===== src/rtl/stack_isa_pkg.sv =====
// Shared stack-processor ISA definitions: 16-bit instruction word made of a
// 3-bit opcode field [15:13] and a 13-bit operand field [12:0].
// Imported by both the 3b/13b merger and the splitter.
package stack_isa_pkg;

    localparam int WORD_W = 16;
    localparam int OP_W   = 3;
    localparam int IMM_W  = 13;
    localparam int OP_MSB = 15;
    localparam int OP_LSB = 13;

    typedef logic [OP_W-1:0] op_t;

endpackage


===== src/rtl/split_fifo.sv =====
// Generic DEPTH x WIDTH circular-buffer FIFO with valid/ready on both sides
// and a synchronous flush. in_ready/out_valid come from registered occupancy
// only, so there is no combinational path from inputs to handshake outputs.
// The head entry is read combinationally; storage resets to zero.
module split_fifo #(
    parameter int DEPTH = 2,
    parameter int WIDTH = 16
) (
    input  logic             clk,
    input  logic             rst_n,
    input  logic             flush,
    input  logic             in_valid,
    output logic             in_ready,
    input  logic [WIDTH-1:0] in_data,
    output logic             out_valid,
    input  logic             out_ready,
    output logic [WIDTH-1:0] out_data
);

    localparam int PTR_W = (DEPTH > 1) ? $clog2(DEPTH) : 1;
    localparam int OCC_W = $clog2(DEPTH) + 1;

    localparam logic [OCC_W-1:0] OCC_FULL = OCC_W'(DEPTH);
    localparam logic [OCC_W-1:0] OCC_ONE  = OCC_W'(1);
    localparam logic [PTR_W-1:0] PTR_ONE  = PTR_W'(1);

    logic [WIDTH-1:0] mem [DEPTH];
    logic [PTR_W-1:0] wr_ptr;
    logic [PTR_W-1:0] rd_ptr;
    logic [OCC_W-1:0] occ;
    logic             push;
    logic             pop;

    // Full check uses registered occupancy only; a same-cycle pop does not free a slot.
    assign in_ready  = (occ < OCC_FULL);
    assign out_valid = (occ != '0);
    assign out_data  = mem[rd_ptr];
    assign push      = in_valid & in_ready;
    assign pop       = out_valid & out_ready;

    // Pointer/occupancy update; flush wins over push and pop, pointers wrap at DEPTH.
    always_ff @(posedge clk or negedge rst_n) begin
        if (!rst_n) begin
            wr_ptr <= '0;
            rd_ptr <= '0;
            occ    <= '0;
            for (int i = 0; i < DEPTH; i++) begin
                mem[i] <= '0;
            end
        end else if (flush) begin
            wr_ptr <= '0;
            rd_ptr <= '0;
            occ    <= '0;
        end else begin
            if (push) begin
                mem[wr_ptr] <= in_data;
                wr_ptr      <= wr_ptr + PTR_ONE;
            end
            if (pop) begin
                rd_ptr <= rd_ptr + PTR_ONE;
            end
            case ({push, pop})
                2'b10:   occ <= occ + OCC_ONE;
                2'b01:   occ <= occ - OCC_ONE;
                default: occ <= occ;
            endcase
        end
    end

endmodule


===== src/rtl/splitter_16b_3b13b.sv =====
// Buffered 3b/13b instruction-word splitter. Words are queued in split_fifo;
// the head word is split into opcode, operand and a 16-bit extended operand.
// split_cnt counts popped words since reset or flush (wraps).
// Build option: define SPLIT_SIGN_EXT_EN to sign-extend out_imm_ext;
// otherwise it is zero-extended.
module splitter_16b_3b13b
    import stack_isa_pkg::*;
#(
    parameter int DEPTH = 2,
    parameter int CNT_W = 16
) (
    input  logic             clk,
    input  logic             rst_n,
    input  logic             flush,
    input  logic             in_valid,
    output logic             in_ready,
    input  logic [15:0]      in_word,
    output logic             out_valid,
    input  logic             out_ready,
    output logic [2:0]       out_op,
    output logic [12:0]      out_imm,
    output logic [15:0]      out_imm_ext,
    output logic [CNT_W-1:0] split_cnt
);

    localparam logic [CNT_W-1:0] CNT_ONE = CNT_W'(1);

    logic [WORD_W-1:0] head;
    logic              pop;
    op_t               head_op;

    split_fifo #(
        .DEPTH (DEPTH),
        .WIDTH (WORD_W)
    ) u_fifo (
        .clk       (clk),
        .rst_n     (rst_n),
        .flush     (flush),
        .in_valid  (in_valid),
        .in_ready  (in_ready),
        .in_data   (in_word),
        .out_valid (out_valid),
        .out_ready (out_ready),
        .out_data  (head)
    );

    assign pop     = out_valid & out_ready;
    assign head_op = head[OP_MSB:OP_LSB];
    assign out_op  = head_op;
    assign out_imm = head[IMM_W-1:0];

`ifdef SPLIT_SIGN_EXT_EN
    assign out_imm_ext = {{(WORD_W-IMM_W){out_imm[IMM_W-1]}}, out_imm};
`else
    assign out_imm_ext = {{(WORD_W-IMM_W){1'b0}}, out_imm};
`endif

    // Popped-word counter; a pop in a flush cycle is not counted.
    always_ff @(posedge clk or negedge rst_n) begin
        if (!rst_n) begin
            split_cnt <= '0;
        end else if (flush) begin
            split_cnt <= '0;
        end else if (pop) begin
            split_cnt <= split_cnt + CNT_ONE;
        end
    end

endmodule


===== config.mk =====
export PLATFORM = sky130hd
export DESIGN_NAME = splitter_16b_3b13b
export DESIGN_NICKNAME = d
export VERILOG_FILES = /design/src/rtl/stack_isa_pkg.sv /design/src/rtl/split_fifo.sv /design/src/rtl/splitter_16b_3b13b.sv
export SDC_FILE = /design/constraint.sdc
export NUM_CORES = 1
export LEC_CHECK = 0
export BUFFER_PORTS_ARGS = -buffer_cell sky130_fd_sc_hd__buf_2
export CAP_MARGIN = 0
export CORE_ASPECT_RATIO = 0.8
export CORE_MARGIN = 3
export CORE_UTILIZATION = 50
export CTS_CLUSTER_DIAMETER = 30
export DETAILED_ROUTE_END_ITERATION = 16
export GPL_TIMING_DRIVEN = 0
export PLACE_DENSITY = 0.77
export SLEW_MARGIN = 20
export SYNTH_ARGS = -nofsm -noshare
export SYNTH_HDL_FRONTEND = slang
export SYNTH_SLANG_ARGS = --single-unit

===== constraint.sdc =====
create_clock -name clk -period 2.2 [get_ports clk]
set_input_delay 0.55 -clock clk [delete_from_list [all_inputs] [get_ports clk]]
set_output_delay 0.55 -clock clk [all_outputs]
set_load 0.05 [all_outputs]

==> Word-level counts from Yosys, hierarchy flattened <==
Index checks and enable logic that the tools add are counted.
Widths: inputs -> output; s select.
{ "word_totals": {"word_cells": 42, "out_inout_bits": 50, "ff_bits": 52} }
{ "classes": {"bitwise": 5, "n_reduce_logical": 6, "n_mux": 14, "n_addsub": 5, "n_eq_ne": 2, "n_lt_le_gt_ge": 4} }
{ "op_table": {"columns": ["op", "n"], "rows": [
  ["$mux 16", 6],
  ["$bwmux 32", 1],
  ["$add 16x1->16 const B", 1],
  ["$demux 16 s1", 1],
  ["$reduce_bool 2->1", 3],
  ["$ge 2x2->1 const B", 2],
  ["$mux 1", 4],
  ["$not 1->2", 2],
  ["$pmux 2 s2", 1],
  ["$reduce_bool 3->1", 1],
  ["$add 1x1->1 const B", 2],
  ["$add 2x1->2 const B", 1],
  ["$and 1x1->1", 2],
  ["$eq 2x1->1 const B", 1],
  ["$eq 2x2->1 const B", 1],
  ["$lt 2x1->1 const B", 1],
  ["$lt 2x2->1 const B", 1],
  ["$mux 2", 1],
  ["$reduce_and 2->1", 1],
  ["$sub 2x1->2 const B", 1],
  ["$logic_and 1x1->1", 1],
  ["$not 1->1", 1]
]} }

==> Logic depth before layout (Yosys ltp) <==
Gate-level depths: netlist of the first run.
{ "logic_depth": {"ltp_word": 6, "ltp_mapped": 6, "depth_no_buf": 4} }

==> Cells and area by module <==
From an unflattened synthesis of the first run, not the netlist that was laid out.
{ "hier_totals": {"hier_cells": 209, "hier_area_um2": 2612.5} }
{ "modules_own_cells": {"columns": ["module", "seq_area_each_um2", "area_each_um2", "cells_per_inst", "instances"], "rows": [
  ["split_fifo", 900.9, 1621.6, 107, 1],
  ["splitter_16b_3b13b", 400.4, 991.0, 102, 1]
]} }

==> Worst setup path before layout of the first run <==
Ideal clock, no wire load.
{ "synth_path": {"kind": "register to output", "start": "register u_fifo.rd_ptr", "end": "output port out_imm_ext[0]", "path_slack_ns": -0.040, "stages_incl_launch_ff": 5, "path_buffers": 3, "arrival_time_ns": 1.690, "required_time_ns": 1.650, "path_cell_list": "dfrtp_1 -> clkbuf_1 -> buf_1 -> mux2_2 -> buf_4"} }
{ "synth_via": {"elab_chain_cells": 4} }
{ "synth_rtl": {"columns": ["item", "line_no", "text"], "rows": [
  ["start: declaration", "split_fifo.sv:29", "logic [PTR_W-1:0] rd_ptr;"],
  ["start signal: assignment", "split_fifo.sv:60", "rd_ptr <= rd_ptr + PTR_ONE;"],
  ["$not 1->2 (not written as such)", "split_fifo.sv:37", "assign out_data = mem[rd_ptr];"],
  ["$mux 16 (not written as such) (3 in a row)", "split_fifo.sv:37", null],
  ["end: declaration", "splitter_16b_3b13b.sv:22", "output logic [15:0] out_imm_ext,"]
]} }
No other way between the ends. The select of a mux whose other input is x is not followed.

==> Worst setup path after layout of the first run <==
{ "layout_path": {"start": "register u_fifo.rd_ptr", "end": "output port out_imm_ext[3]"} }
Same word-level chain as after synthesis.

==> flow_summary.yaml, run 1 <==
sta:
  finalMaxSlewViolations: 0
  min_period_ns: 2.10
  hold_viol: 0
  timing.fmax_ghz: 0.477
  max_slew_margin: 0.572
  post-route-period-util: 0.953
  fin_ws_ns: 0.103
  fin_skew_ns: 0.00627
  rsz0062_at_grt: "no"
  tightest_slew_ns: 0.642
  finalSetupViolations: 0
synthesis:
  yosysWarnings: 0
  yosysSeqAreaShare: 0.510
  synth_top_cell_by_area: "dfrtp_1"
  syn_inst: 209
  netlist_area_sq_um: 2550
  synth-seq-cells: 52
  synth_edf_count: 0
  yosysMostFrequentCell: "dfrtp_1"
  synth_ff_type: "dfrtp_1"
  synth_area_leaders: "dfrtp_1 51%, mux2_2 22%, buf_4 5.3%, xor2_1 2.4%, nor2_1 2.4%"
  async_flop_share: 1.00
  synth_top_area_share: 0.510
  avgSynthCellArea_sq_um: 12.2
  synthTopCellsByCount: "52 x dfrtp_1, 49 x mux2_2, 18 x buf_4"
  synth_cell_types: 38
placed_design:
  dp_slack_ns: -0.117
  gp_congestion: 0.751
  dpl.cell_count: 338
  dp_hpwl_um: 3650
  portBuffers: 67
critical_path:
  criticalPathCategory: "reg2out"
  cp-start-kind: "flip-flop"
  crit_chain: "buf_6 -> mux2_2 -> buf_4 -> buf_2"
  worst-endpoint-required_ns: 1.65
  crit_family: "buffers and inverters"
  slowest_stage: "dfrtp_2"
  cp-end-kind: "primary output"
  cp.buffers_inverters: 3
  critPathMaxFanout: 10
  cpPeakStageDelay_ns: 0.38
  cp_data_arrival_time_ns: 1.55
power_and_ir_drop:
  p_comb_frac: 0.421
  clkPwrFrac: 0.172
  power_density_nw_per_um2: 986
  power_frac_seq: 0.407
  power_mw: 3.02
  peakVddDrop_mv: 0.646
  swShare: 0.406
  power.leakage_nw: 1.45
  internal_power_mw: 1.79
  p_sw_mw: 1.23
clock_tree:
  clock_path_buffers: 2
  htreeDepth: 2
  clk_pin_slew_worst_paths_ns: 0.09
  cts_sinks: 52
  cts_buffers: 5
  clock_latency_ns: 0.30
  cts_tree: "done"
  cts-root-buf: "clkbuf_8"
drt:
  num_vias: 1771
  routedWlPerCell_um: 14.5
  drtIter0Drc: 80
  ant_nets: 0
  drcViolationCount: 0
  drt_wl_total_um: 5000
  drt_first_pass_iters: 4
  routed_via_density: 5.13
min_path:
  worstHoldPathType: "in2async"
floorplan:
  io_pins: 71
  die_y_um: 69.9
  dieArea_sq_um: 6000
  num_rows: 22
  start_util: 0.535
  dieWidth_um: 85.8
  core_sq_um: 4760
cells_and_area:
  diodes: 0
  syn2layout_area_growth_pct: 20.2
  nNetsFinal: 307
  drive_above_1_share: 0.537
  instances_no_fill: 345
status:
  status: "complete, no violations"
grt:
  grt_pass1_wl_um: 8360
  antenna_found_initial: 0
  grt_pass1_vias: 1703
  grt_max_degree: 53
  overflow: 0
  grt_usage: 0.176
flow_run:
  maxCapViolCount: 0
worst register-to-register path, delay by kind of cell, from the launching register on:
kind                   cells  cell delay, ns
DFF                        1            0.38
buffers and inverters      3            0.54
muxes                      1            0.35
and+or+nand+nor            2            0.55
placed cells by master (no fill, tap or decap), types with 3 or more instances in the layout:
master,instances
buf_6,3
or3_1,3
nand2_1,7
clkbuf_8,5
buf_4,20
nand4_1,4
buf_2,67
a21oi_1,9
inv_1,4
o21ai_0,3
dfrtp_1,51
mux2_2,49
xor2_1,7
nor2_1,16
conb_1,3
xnor2_1,4
cells by family (layout without fill, tap and decap cells):
kind of cell	after synthesis	after routing	synth area share
other cells	1	3	0.00147
flops	52	52	0.510
mux	50	50	0.220
compound gates	18	18	0.0461
xor+xnor	11	11	0.0378
buf+inv	30	104	0.0775
fa+ha+maj	1	1	0.00491
simple gates	46	46	0.102
power by group through the flow:
stage,registers [mW],logic [mW],clock network (mW)
global placement,1.23,1.25,0
finish,1.23,1.27,0.520
global route,1.25,1.34,0.577
floorplan,1.22,1.05,0
CTS,1.23,1.28,0.536
detailed placement,1.25,1.28,0
final timing paths:
path	from	to	slack, ns	depth (start not counted)
setup / recovery	u_fifo.rd_ptr	out_imm_ext[3]	0.10	4
hold / removal	rst_n	u_fifo.mem[22]	0.26	1
setup reg to reg	u_fifo.occ[1]	u_fifo.mem[12]	0.28	6
hold reg to reg	u_fifo.mem[19]	u_fifo.mem[19]	0.51	1
max in group asynchronous	rst_n	u_fifo.rd_ptr	1.49	1
min in group clk	in_word[6]	u_fifo.mem[22]	0.49	2
state kept, by name (all words and copies together) (netlist names):
name and count:
u_fifo.mem 32, split_cnt 16, u_fifo.occ 2, u_fifo.rd_ptr 1, u_fifo.wr_ptr 1
area by class of cell:
type,count,area (sq um)
Tap cell,60,75.1
Fill cell,389,1700
Timing Repair Buffer,68,345
Inverter,4,15.0
Buffer,25,186
Sequential cell,52,1300
Multi-Input combinational cell,129,1060
Clock buffer,5,68.8
Clock inverter,2,12.5
timing repair:
action                                  4_1_cts  5_1_grt
setup buffers                                 1        0
hold buffers                                  0        0
cloned                                        0        0
resized for setup                             2        1
endpoints found under the setup margin       22        2
layer usage:
metal / global-route usage / up-vias / part of all wire
li1: - / 858 / -
met1: 0.250 / 855 / 0.46
met2: 0.259 / 52 / 0.47
met3: 0.0590 / 6 / 0.061
met4: 0.0439 / 0 / 0.011
met5: 0 / - / 0
stage by stage:
stage / util / hold slack [ns] / TNS (ns) / cell area [sq um]
CTS: 0.643 / 0.286 / 0 / 3060
floorplan: - / 0.254 / 0 / 2560
finish: 0.643 / 0.255 / 0 / 3060
global placement: 0.623 / 0.485 / -0.600 / 2970
global route: 0.643 / 0.314 / 0 / 3060
detailed placement: 0.624 / 0.491 / -0.730 / 2970
No activity file was read; power rests on OpenSTA's default activity.
==> run 2, diff against run 1 <==
CORE_MARGIN = 4   (was 3)
==> run 2 against run 1 <==
Power is 3.5% higher. Clock skew about the same. Die area increased by 5.3%. Highest routed layer unchanged. Sequential power about the same. Fmax rose by 0.11%. Routed wire length down 1.6%. Global-route usage fell by 0.99 points. Critical path depth did not move. Count of clock-buffer cells in the layout rose by 1. Via count is 1.2% lower. Worst hold slack gained 0.0075 ns.
==> flow_summary.yaml, run 2 (synthesis results as in run 1) <==
power_and_ir_drop:
  power.leakage_nw: 1.47
  peakVddDrop_mv: 0.759
  power_density_nw_per_um2: 1010
  power_mw: 3.13
clock_tree:
  cts_tree: "done"
  clock_path_buffers: 2
  hold_buffers: 0
  clk_pin_slew_worst_paths_ns: 0.09
  cts_sinks: 52
  cts-root-buf: "clkbuf_8"
  cts_buffers: 5
  clock_latency_ns: 0.30
  htreeDepth: 2
sta:
  rsz0062_at_grt: "no"
  post-route-period-util: 0.952
  final.setup.tns_ns: 0
  finalMaxSlewViolations: 0
  tightest_slew_ns: 0.635
  max_slew_margin: 0.577
  finalSetupViolations: 0
  fin_skew_ns: 0.00583
  holdWs_ns: 0.263
  min_period_ns: 2.09
  timing.fmax_ghz: 0.477
  hold_viol: 0
  fin_ws_ns: 0.105
cells_and_area:
  final_common_cell: "buf_2"
  instances_no_fill: 346
  top_regs: "u_fifo.mem (32), split_cnt (16), u_fifo.occ (2)"
  diodes: 0
  nNetsFinal: 307
  drive_above_1_share: 0.535
  fin_util: 0.649
  most-common-layout-cells: "67 x buf_2, 51 x dfrtp_1, 49 x mux2_2, 20 x buf_4, 16 x nor2_1"
  largest_reg_flops: 32
  top_register: "u_fifo.mem"
  syn2layout_area_growth_pct: 21.2
  postLayoutCellArea_sq_um: 3090
drt:
  drt_wl_total_um: 4920
  routed_via_density: 5.06
  routedWlPerCell_um: 14.2
  num_vias: 1750
  drtIter0Drc: 65
  drcViolationCount: 0
  ant_nets: 0
  drt_first_pass_iters: 4
critical_path:
  worst-endpoint-required_ns: 1.65
  criticalPathCategory: "reg2out"
  critPathMaxFanout: 10
  cp-start-kind: "flip-flop"
  cp_data_arrival_time_ns: 1.54
  cp-end-kind: "primary output"
grt:
  grt_usage: 0.166
  grt_pass1_vias: 1719
  overflow: 0
  grt_pass1_wl_um: 8110
  grt_max_degree: 53
  antenna_found_initial: 0
placed_design:
  dp_slack_ns: -0.116
  dpl.cell_count: 338
  dp_hpwl_um: 3630
  gp_congestion: 0.714
  portBuffers: 67
  placed_area_sq_um: 2970
floorplan:
  start_util: 0.535
  die_y_um: 71.9
  dieArea_sq_um: 6310
  num_rows: 22
  core_sq_um: 4760
  io_pins: 71
  dieWidth_um: 87.8
min_path:
  worstHoldPathType: "in2async"
flow_run:
  maxCapViolCount: 0
status:
  status: "complete, no violations"
## run 2: cell types whose count changed in the layout (fill, tap and decap cells not counted)
cell        before  now
clkinvlp_4       1    0
clkbuf_1         1    2
bufinv_16        0    1
## run 2: area by class of cell
cell class                      instances  area, sq um
Timing Repair Buffer                   68          345
Tap cell                               60         75.1
Multi-Input combinational cell        129         1060
Sequential cell                        52         1300
Clock buffer                            6         72.6
Inverter                                4         15.0
Buffer                                 25          186
Clock inverter                          2         35.0
Fill cell                             403         1670
## run 2: worst max-delay path, cell delays in order, from the launching register on
cell and delay, ns:
dfrtp_2 0.38, buf_6 0.16, mux2_2 0.37, buf_4 0.14, buf_2 0.20
## run 2: final timing paths
kind	cells past startpoint	startpoint	end	slack, ns
worst max-delay path	4	u_fifo.rd_ptr	out_imm_ext[2]	0.11
worst min-delay path	1	rst_n	split_cnt[13]	0.26
worst max register to register	6	u_fifo.occ[1]	u_fifo.mem[6]	0.25
worst min register to register	1	u_fifo.mem[19]	u_fifo.mem[19]	0.51
max in group asynchronous	1	rst_n	u_fifo.rd_ptr	1.48
min in group clk	2	in_word[15]	u_fifo.mem[31]	0.49
## run 2: report_power, final
group	switching (mW)	leakage [nW]	internal [mW]	total, mW
Sequential	0.0877	0.654	1.14	1.22
Clock	0.301	0.0552	0.338	0.639
Combinational	0.822	0.758	0.441	1.26
## run 2: per-layer routing
metal / GRT usage / up-vias / share of wire
li1: - / 859 / -
met1: 0.238 / 848 / 0.47
met2: 0.244 / 39 / 0.47
met3: 0.0425 / 4 / 0.051
met4: 0.0562 / 0 / 0.011
met5: 0 / - / 0
## run 2: repair_timing
action | CTS | global route
hold endpoints to repair | 0 | 0
pin swaps | 0 | 0
setup buffers | 1 | 0
resized for setup | 2 | 1
cloned | 0 | 0
setup endpoints to repair | 22 | 1
